<file path="config.mk">
export PLATFORM = sky130hd
export DESIGN_NAME = vga_timing_gen
export DESIGN_NICKNAME = d
export VERILOG_FILES = /design/src/rtl/vga_pkg.sv /design/src/rtl/vga_pix_ce.sv /design/src/rtl/vga_timing_gen.sv
export SDC_FILE = /design/constraint.sdc
export NUM_CORES = 1
export LEC_CHECK = 0
export ABC_AREA = 1
export CAP_MARGIN = 20
export CORE_AREA = 2 2 149 151
export DETAILED_ROUTE_END_ITERATION = 7
export DIE_AREA = 0 0 151 153
export MAX_ROUTING_LAYER = met4
export PLACE_DENSITY = 0.51
export SYNTH_ARGS = -nofsm -noshare
export SYNTH_HDL_FRONTEND = slang
export SYNTH_HIERARCHICAL = 1
export SYNTH_SLANG_ARGS = --single-unit
</file>
<file path="constraint.sdc">
create_clock -name clk -period 1.95 [get_ports clk]
set_input_delay 0.39 -clock clk [delete_from_list [all_inputs] [get_ports clk]]
set_output_delay 0.39 -clock clk [all_outputs]
set_load 0.1 [all_outputs]
</file>
<file path="src/rtl/vga_pkg.sv">
// Shared VGA timing constants: default 640x480@60 geometry, sync polarities
// and the line/frame total helpers used for parameter checking.
package vga_pkg;

  localparam int DEF_CLK_DIV  = 2;
  localparam int DEF_H_ACTIVE = 640;
  localparam int DEF_H_FP     = 16;
  localparam int DEF_H_SYNC   = 96;
  localparam int DEF_H_BP     = 48;
  localparam int DEF_V_ACTIVE = 480;
  localparam int DEF_V_FP     = 10;
  localparam int DEF_V_SYNC   = 2;
  localparam int DEF_V_BP     = 33;

  localparam logic SYNC_NEG = 1'b0;
  localparam logic SYNC_POS = 1'b1;

  function automatic int hTotal(int active, int fp, int sync, int bp);
    return active + fp + sync + bp;
  endfunction

  function automatic int vTotal(int active, int fp, int sync, int bp);
    return active + fp + sync + bp;
  endfunction

  function automatic int maxInt(int a, int b);
    return (a > b) ? a : b;
  endfunction

endpackage

</file>
<file path="src/rtl/vga_pix_ce.sv">
// Divides the system clock into a one-clk pixel enable; the divider freezes
// whenever en is low so the pixel phase survives a pause.
module vga_pix_ce
  import vga_pkg::*;
#(
  parameter int CLK_DIV = DEF_CLK_DIV
) (
  input  logic clk,
  input  logic rst,
  input  logic en,
  output logic pix_ce
);

  if (CLK_DIV == 1) begin : gDirect
    logic unusedClkRst;
    assign unusedClkRst = clk ^ rst;
    assign pix_ce       = en;
  end else begin : gDiv
    localparam int            DW   = $clog2(CLK_DIV);
    localparam logic [DW-1:0] LAST = DW'(CLK_DIV - 1);

    logic [DW-1:0] div;

    // NOTE: state registers use non-blocking assignments so every flop samples pre-edge values.
    always_ff @(posedge clk or negedge rst) begin
      if (!rst)    div <= '0;
      else if (en) div <= (div == LAST) ? '0 : div + DW'(1);
    end

    assign pix_ce = en && (div == LAST);
  end

endmodule

</file>
<file path="src/rtl/vga_timing_gen.sv">
// Parametrised VGA timing generator running on the system clock with a pixel enable.
// Define VGA_SNAPSHOT_EN to latch snap_in once per frame; otherwise snap_out passes through.
module vga_timing_gen
  import vga_pkg::*;
#(
  parameter int   CLK_DIV  = DEF_CLK_DIV,
  parameter int   H_ACTIVE = DEF_H_ACTIVE,
  parameter int   H_FP     = DEF_H_FP,
  parameter int   H_SYNC   = DEF_H_SYNC,
  parameter int   H_BP     = DEF_H_BP,
  parameter int   V_ACTIVE = DEF_V_ACTIVE,
  parameter int   V_FP     = DEF_V_FP,
  parameter int   V_SYNC   = DEF_V_SYNC,
  parameter int   V_BP     = DEF_V_BP,
  parameter logic HS_POL   = SYNC_NEG,
  parameter logic VS_POL   = SYNC_NEG,
  parameter int   CW       = 11,
  parameter int   SNAP_W   = 176
) (
  input  logic              clk,
  input  logic              rst,
  input  logic              en,
  input  logic [SNAP_W-1:0] snap_in,
  output logic              pix_ce,
  output logic              hs,
  output logic              vs,
  output logic              de,
  output logic [CW-1:0]     x,
  output logic [CW-1:0]     y,
  output logic              line_start,
  output logic              frame_start,
  output logic [SNAP_W-1:0] snap_out
);

  localparam int H_TOTAL = hTotal(H_ACTIVE, H_FP, H_SYNC, H_BP);
  localparam int V_TOTAL = vTotal(V_ACTIVE, V_FP, V_SYNC, V_BP);

  if (CLK_DIV < 1) begin : gBadDiv
    $error("vga_timing_gen: CLK_DIV must be at least 1");
  end
  if ((2 ** CW) < maxInt(H_TOTAL, V_TOTAL)) begin : gBadCw
    $error("vga_timing_gen: CW too narrow for H_TOTAL/V_TOTAL");
  end

  localparam logic [CW-1:0] H_LAST = CW'(H_TOTAL - 1);
  localparam logic [CW-1:0] V_LAST = CW'(V_TOTAL - 1);
  localparam logic [CW-1:0] H_ACT  = CW'(H_ACTIVE);
  localparam logic [CW-1:0] V_ACT  = CW'(V_ACTIVE);
  localparam logic [CW-1:0] HS_BEG = CW'(H_ACTIVE + H_FP);
  localparam logic [CW-1:0] HS_END = CW'(H_ACTIVE + H_FP + H_SYNC);
  localparam logic [CW-1:0] VS_BEG = CW'(V_ACTIVE + V_FP);
  localparam logic [CW-1:0] VS_END = CW'(V_ACTIVE + V_FP + V_SYNC);

  logic          pixCe;
  logic [CW-1:0] hCnt;
  logic [CW-1:0] vCnt;

  vga_pix_ce #(.CLK_DIV(CLK_DIV)) uPixCe (
    .clk   (clk),
    .rst   (rst),
    .en    (en),
    .pix_ce(pixCe)
  );

  assign pix_ce = pixCe;

  always_ff @(posedge clk or negedge rst) begin
    if (!rst) begin
      hCnt <= '0;
      vCnt <= '0;
    end else if (pixCe) begin
      if (hCnt == H_LAST) begin
        hCnt <= '0;
        vCnt <= (vCnt == V_LAST) ? '0 : vCnt + CW'(1);
      end else begin
        hCnt <= hCnt + CW'(1);
      end
    end
  end

  // Outputs are decoded from the pre-increment counters, so every output
  // lags the counters by exactly one pixel and stays mutually aligned.
  always_ff @(posedge clk or negedge rst) begin
    if (!rst) begin
      x           <= '0;
      y           <= '0;
      de          <= 1'b0;
      hs          <= ~HS_POL;
      vs          <= ~VS_POL;
      line_start  <= 1'b0;
      frame_start <= 1'b0;
    end else begin
      line_start  <= 1'b0;
      frame_start <= 1'b0;
      if (pixCe) begin
        x           <= hCnt;
        y           <= vCnt;
        de          <= (hCnt < H_ACT) && (vCnt < V_ACT);
        hs          <= (hCnt >= HS_BEG && hCnt < HS_END) ? HS_POL : ~HS_POL;
        vs          <= (vCnt >= VS_BEG && vCnt < VS_END) ? VS_POL : ~VS_POL;
        line_start  <= (hCnt == '0);
        frame_start <= (hCnt == '0) && (vCnt == '0);
      end
    end
  end

`ifdef VGA_SNAPSHOT_EN
  // NOTE: the snapshot register is wide but still reset, so the renderer never sees X before the first frame.
  always_ff @(posedge clk or negedge rst) begin
    if (!rst)                                 snap_out <= '0;
    else if (pixCe && hCnt == '0 && vCnt == '0) snap_out <= snap_in;
  end
`else
  assign snap_out = snap_in;
`endif

endmodule

</file>
=== Word-level counts from Yosys, hierarchy flattened ===
Cells that the tools add are included.

* Input bits: 179
* Output and inout port bits: 204
* Logic and storage cells: 36
* Bits in registers: 50

* Add/subtract/negate cells: 3
* Equal/unequal tests: 2
* Reduce and logical (&&, ||, !) cells: 8
* Mux-type cells: 7
* $lt $le $gt $ge: 6

{| class="wikitable"
|+ Operators by type and width
! cell !! count
|-
| $add 11x1->11 const B || 2
|-
| $eq 11x10->1 const B || 2
|-
| $logic_not 11->1 || 2
|-
| $lt 11x10->1 const B || 2
|-
| $lt 11x9->1 const B || 2
|-
| $mux 11 || 2
|-
| $ge 11x10->1 const B || 1
|-
| $ge 11x9->1 const B || 1
|-
| $logic_and 1x1->1 || 5
|-
| $mux 1 || 5
|-
| $reduce_and 2->1 || 1
|-
| $add 1x1->1 const B || 1
|}

=== Logic depth before layout (Yosys ltp) ===
* Word-level depth: 3
* Gate-level depth with buffers: 9
* Depth with buffers taken out: 8

=== By module ===
The synthesis kept the hierarchy.

{| class="wikitable"
|+ Modules (own cells, without submodules)
! module !! area an instance (µm²) !! cells each !! instances !! seq. area each (µm²)
|-
| vga_timing_gen || 3698.5 || 462 || 1 || 1228.7
|-
| vga_pix_ce || 51.3 || 8 || 1 || 25.0
|}

=== Least setup slack after synthesis ===
No wires, ideal clock.

* Path kind: input to register
* Start: input en
* End: register hCnt[10]
* Path slack: -53 ps
* Data arrival time: 1885 ps
* Cell stages on the path: 9
* Setup time: 118 ps
* Required time: 1832 ps
* Buffers on the path: 1
* Path through: nand2_1 > inv_1 > buf_4 > nand2_1 > nor2_1 > nand2_2 > nor2_2 > xor2_1 > inv_1

* Cells in the longest elaborated chain, start to end: 1

{| class="wikitable"
|+ Ends and longest elaborated chain
! item !! RTL line !! RTL
|-
| start, declared || vga_timing_gen.sv:22 || <nowiki>input logic en,</nowiki>
|-
| $logic_and 1x1->1 || vga_pix_ce.sv:30 || <nowiki>assign pix_ce = en && (div == LAST);</nowiki>
|-
| via pix_ce || vga_timing_gen.sv:24 || <nowiki>output logic pix_ce,</nowiki>
|-
| end signal, assigned || vga_timing_gen.sv:76 || <nowiki>hCnt <= hCnt + CW'(1);</nowiki>
|-
| end, declared || vga_timing_gen.sv:55 || <nowiki>logic [CW-1:0] hCnt;</nowiki>
|}

The timed path passes the listed nets, and every way through them passes these cells.
A chain may end at the register's enable or synchronous reset.

=== Worst setup path after layout ===
* Start: input en
* End: output pix_ce

* Cells in the longest elaborated chain, start to end: 1

{| class="wikitable"
|+ Ends and longest elaborated chain
! item !! RTL line
|-
| $logic_and 1x1->1 || vga_pix_ce.sv:30
|-
| end, declared || vga_timing_gen.sv:24
|}

No other way between the ends.

==> metrics.txt <==
syn avg cell area=7.98 µm²; std cell rows=54; DRC=0; Routed Antenna Nets=0; vias=2181; initial core utilization=17.5%; startpoint types=input port; Root Buffer=clkbuf_16; Die X=151 µm; Synth warnings=6; drt via density=3.55; GPL Wtd Cong=0.863; initial antenna violation count=0; final slew viol count=0; CTS tree=yes; CP required=1.56 ns; status=complete, no violations; Yosys cell types=28; Max Buffers Root-to-Sink=2; clock skew=0.00862 ns; leakage=1.55 nW; die height=153 µm; Die ar.=23100 µm²; crit end category=primary output; Post-synth EDFFs=0; crit path max-delay cell type=clkdlybuf4s50_1; Hold/Removal Path Class=in2async; syn_nets=653; Main synth FF type=dfrtp_1; critical path peak fanout=7; post_cts resized=0; Worst VDD drop=0.000413 V; H-tree depth=2; IO Count=383; Initial DRC Count=133; Fmax=536 MHz; TritonRoute pass-1 iters=4; DR WL/cell=13.3 µm; remaining global-route overflow=0; Final Routed Wirelength=8.15 mm; post-CTS setup buffer count=0; post-layout min period=1.87 ns; port bufs=30; layout cells sized above 1=18.5%; Layout area overhead=-8.48%; largest net degree at the start of global routing=51; synthesized area=3750 µm²; final worst-path cycle share=95.7%; placed cell count=607; number of global-route vias before repair=2199; worst path cell trace=clkdlybuf4s50_1 -> nand2_1 -> clkinvlp_4 -> buf_4 -> buf_12; core area=21500 µm²; Final Hold Viols=0; slew margin rel.=78.2%; first-pass GRT wire length=12.6 mm; Worst-Skew Late Latency=0.30 ns; slowest cell delay on critical path=0.43 ns; area of placed instances=3290 µm²; Final Util=16.0%; async set or reset register ratio after synthesis=100%; fin cells=615; hold buffers post-CTS=0; # diodes=0; Crit Path Class=in2out; final instance area=3430 µm²; CTS buffer count=5; actual slew at the worst max-slew pin=0.324 ns; Synth Instances=470; fill cell count=2449; clk slew on worst S/H paths=0.07 ns; maxcap violations=0; final setup fails=0; Nets=517; Power Density=925 nW/µm²; GRT Util Overall=7.31%; Sink Count=50; Yosys reg bits=50; RSZ-0062 raised after global routing=no; Worst Path Arrival=1.48 ns; post-synthesis sequential area ratio=33.4%; dpl hpwl=6.26 mm
## worst max-delay path: cells and delay by family
family	cells	cell delay [ns]
and+or+nand+nor	1	0.12
buffers and inverters	4	0.96
## stage by stage
step	total power [W]	hold WS, ns	setup TNS [ns]	setup slack [ns]
floorplan	0.00368	0.0944	0	0.0968
global placement	0.00233	0.402	-0.239	-0.153
detailed placement	0.00234	0.405	-0.265	-0.175
CTS	0.00322	0.0859	0	0.0755
global route	0.00334	0.0964	0	0.0130
finish	0.00318	0.0681	0	0.0833
## synth_stat cells (2+ instances only)
| cell | count | area share (%) |
|---|---|---|
| nand4_1 | 5 | 0.83 |
| ha_1 | 4 | 1.3 |
| nor4_1 | 2 | 0.33 |
| buf_2 | 3 | 0.40 |
| inv_1 | 34 | 3.4 |
| nor2_4 | 3 | 0.90 |
| buf_4 | 178 | 36 |
| nand3_1 | 18 | 2.4 |
| nand2_2 | 3 | 0.50 |
| nand2_1 | 87 | 8.7 |
| xor2_1 | 10 | 2.3 |
| clkbuf_1 | 2 | 0.20 |
| dfstp_2 | 2 | 1.4 |
| inv_2 | 2 | 0.20 |
| dfrtp_1 | 48 | 32 |
| nand3b_1 | 3 | 0.60 |
| nor2_1 | 28 | 2.8 |
| o21ai_1 | 3 | 0.40 |
| nor3_1 | 5 | 0.67 |
| o21ai_0 | 22 | 2.9 |
## where the power goes
| group | switching [W] | internal (W) |
|---|---|---|
| clock network | 0.000397 | 0.000478 |
| registers | 0.000117 | 0.00116 |
| logic | 0.000746 | 0.000282 |
| total | 0.00126 | 0.00192 |
## layout by cell type (no fill, tap or decap), drive strengths merged
cell type and count:
nand2 90, dfrtp 48, buf 40, inv 35, nor2 32, o21ai 25
nand3 19, xor2 10, clkbuf 7, nand4 6, nor3 5, ha 4
nand3b 3, nor4 2, clkinvlp 2, dfstp 2, o21a 1, clkinv 1
a31oi 1, or2 1, clkdlybuf4s50 1
## flip-flops by register name (all words and copies together) (netlist names)
name / flops
de: 1
frame_start: 1
hCnt: 11
hs: 1
line_start: 1
uPixCe/gDiv.div: 1
vCnt: 11
vs: 1
x: 11
y: 11
## per-layer routing
layer / GRT usage, % / share of wire, % / up-vias
met2: 9.37 / 41 / 108
met4: 7.65 / 10 / 0
li1: - / - / 998
met5: - / 0 / -
met3: 3.34 / 11 / 104
met1: 7.85 / 37 / 971
## cell families after synthesis
| family | share of synthesized area, % |
|---|---|
| buffers and inverters | 40.3 |
| and+or+nand+nor | 18.9 |
| DFF | 33.4 |
| AOI/OAI and AO/OA | 3.70 |
| xor gates and xnor gates | 2.34 |
| adders and majority gates | 1.33 |
## path summary, 6_finish.rpt
path / depth (start not counted) / slack, ns / from / endpoint
worst min register to register: 2 / 0.49 / x[3] / x[3]
worst min-delay path: 2 / 0.07 / rst / hCnt[10]
max in group asynchronous: 2 / 1.61 / rst / hs
worst max-delay path: 5 / 0.08 / en / pix_ce
min in group clk: 2 / 0.49 / x[3] / x[3]
worst max register to register: 8 / 0.38 / uPixCe/gDiv.div / frame_start
## final cells by class
type,instances,area (µm²),share of cell area (%)
tap,280,350,10.2
inverter,37,144,4.19
sequential,50,1250,36.5
timing repair buffer,41,558,16.3
multi-input combinational,199,986,28.7
clock buffer,7,133,3.86
clock inverter,1,7.51,0.219
Power figures use the tool's default switching activity.
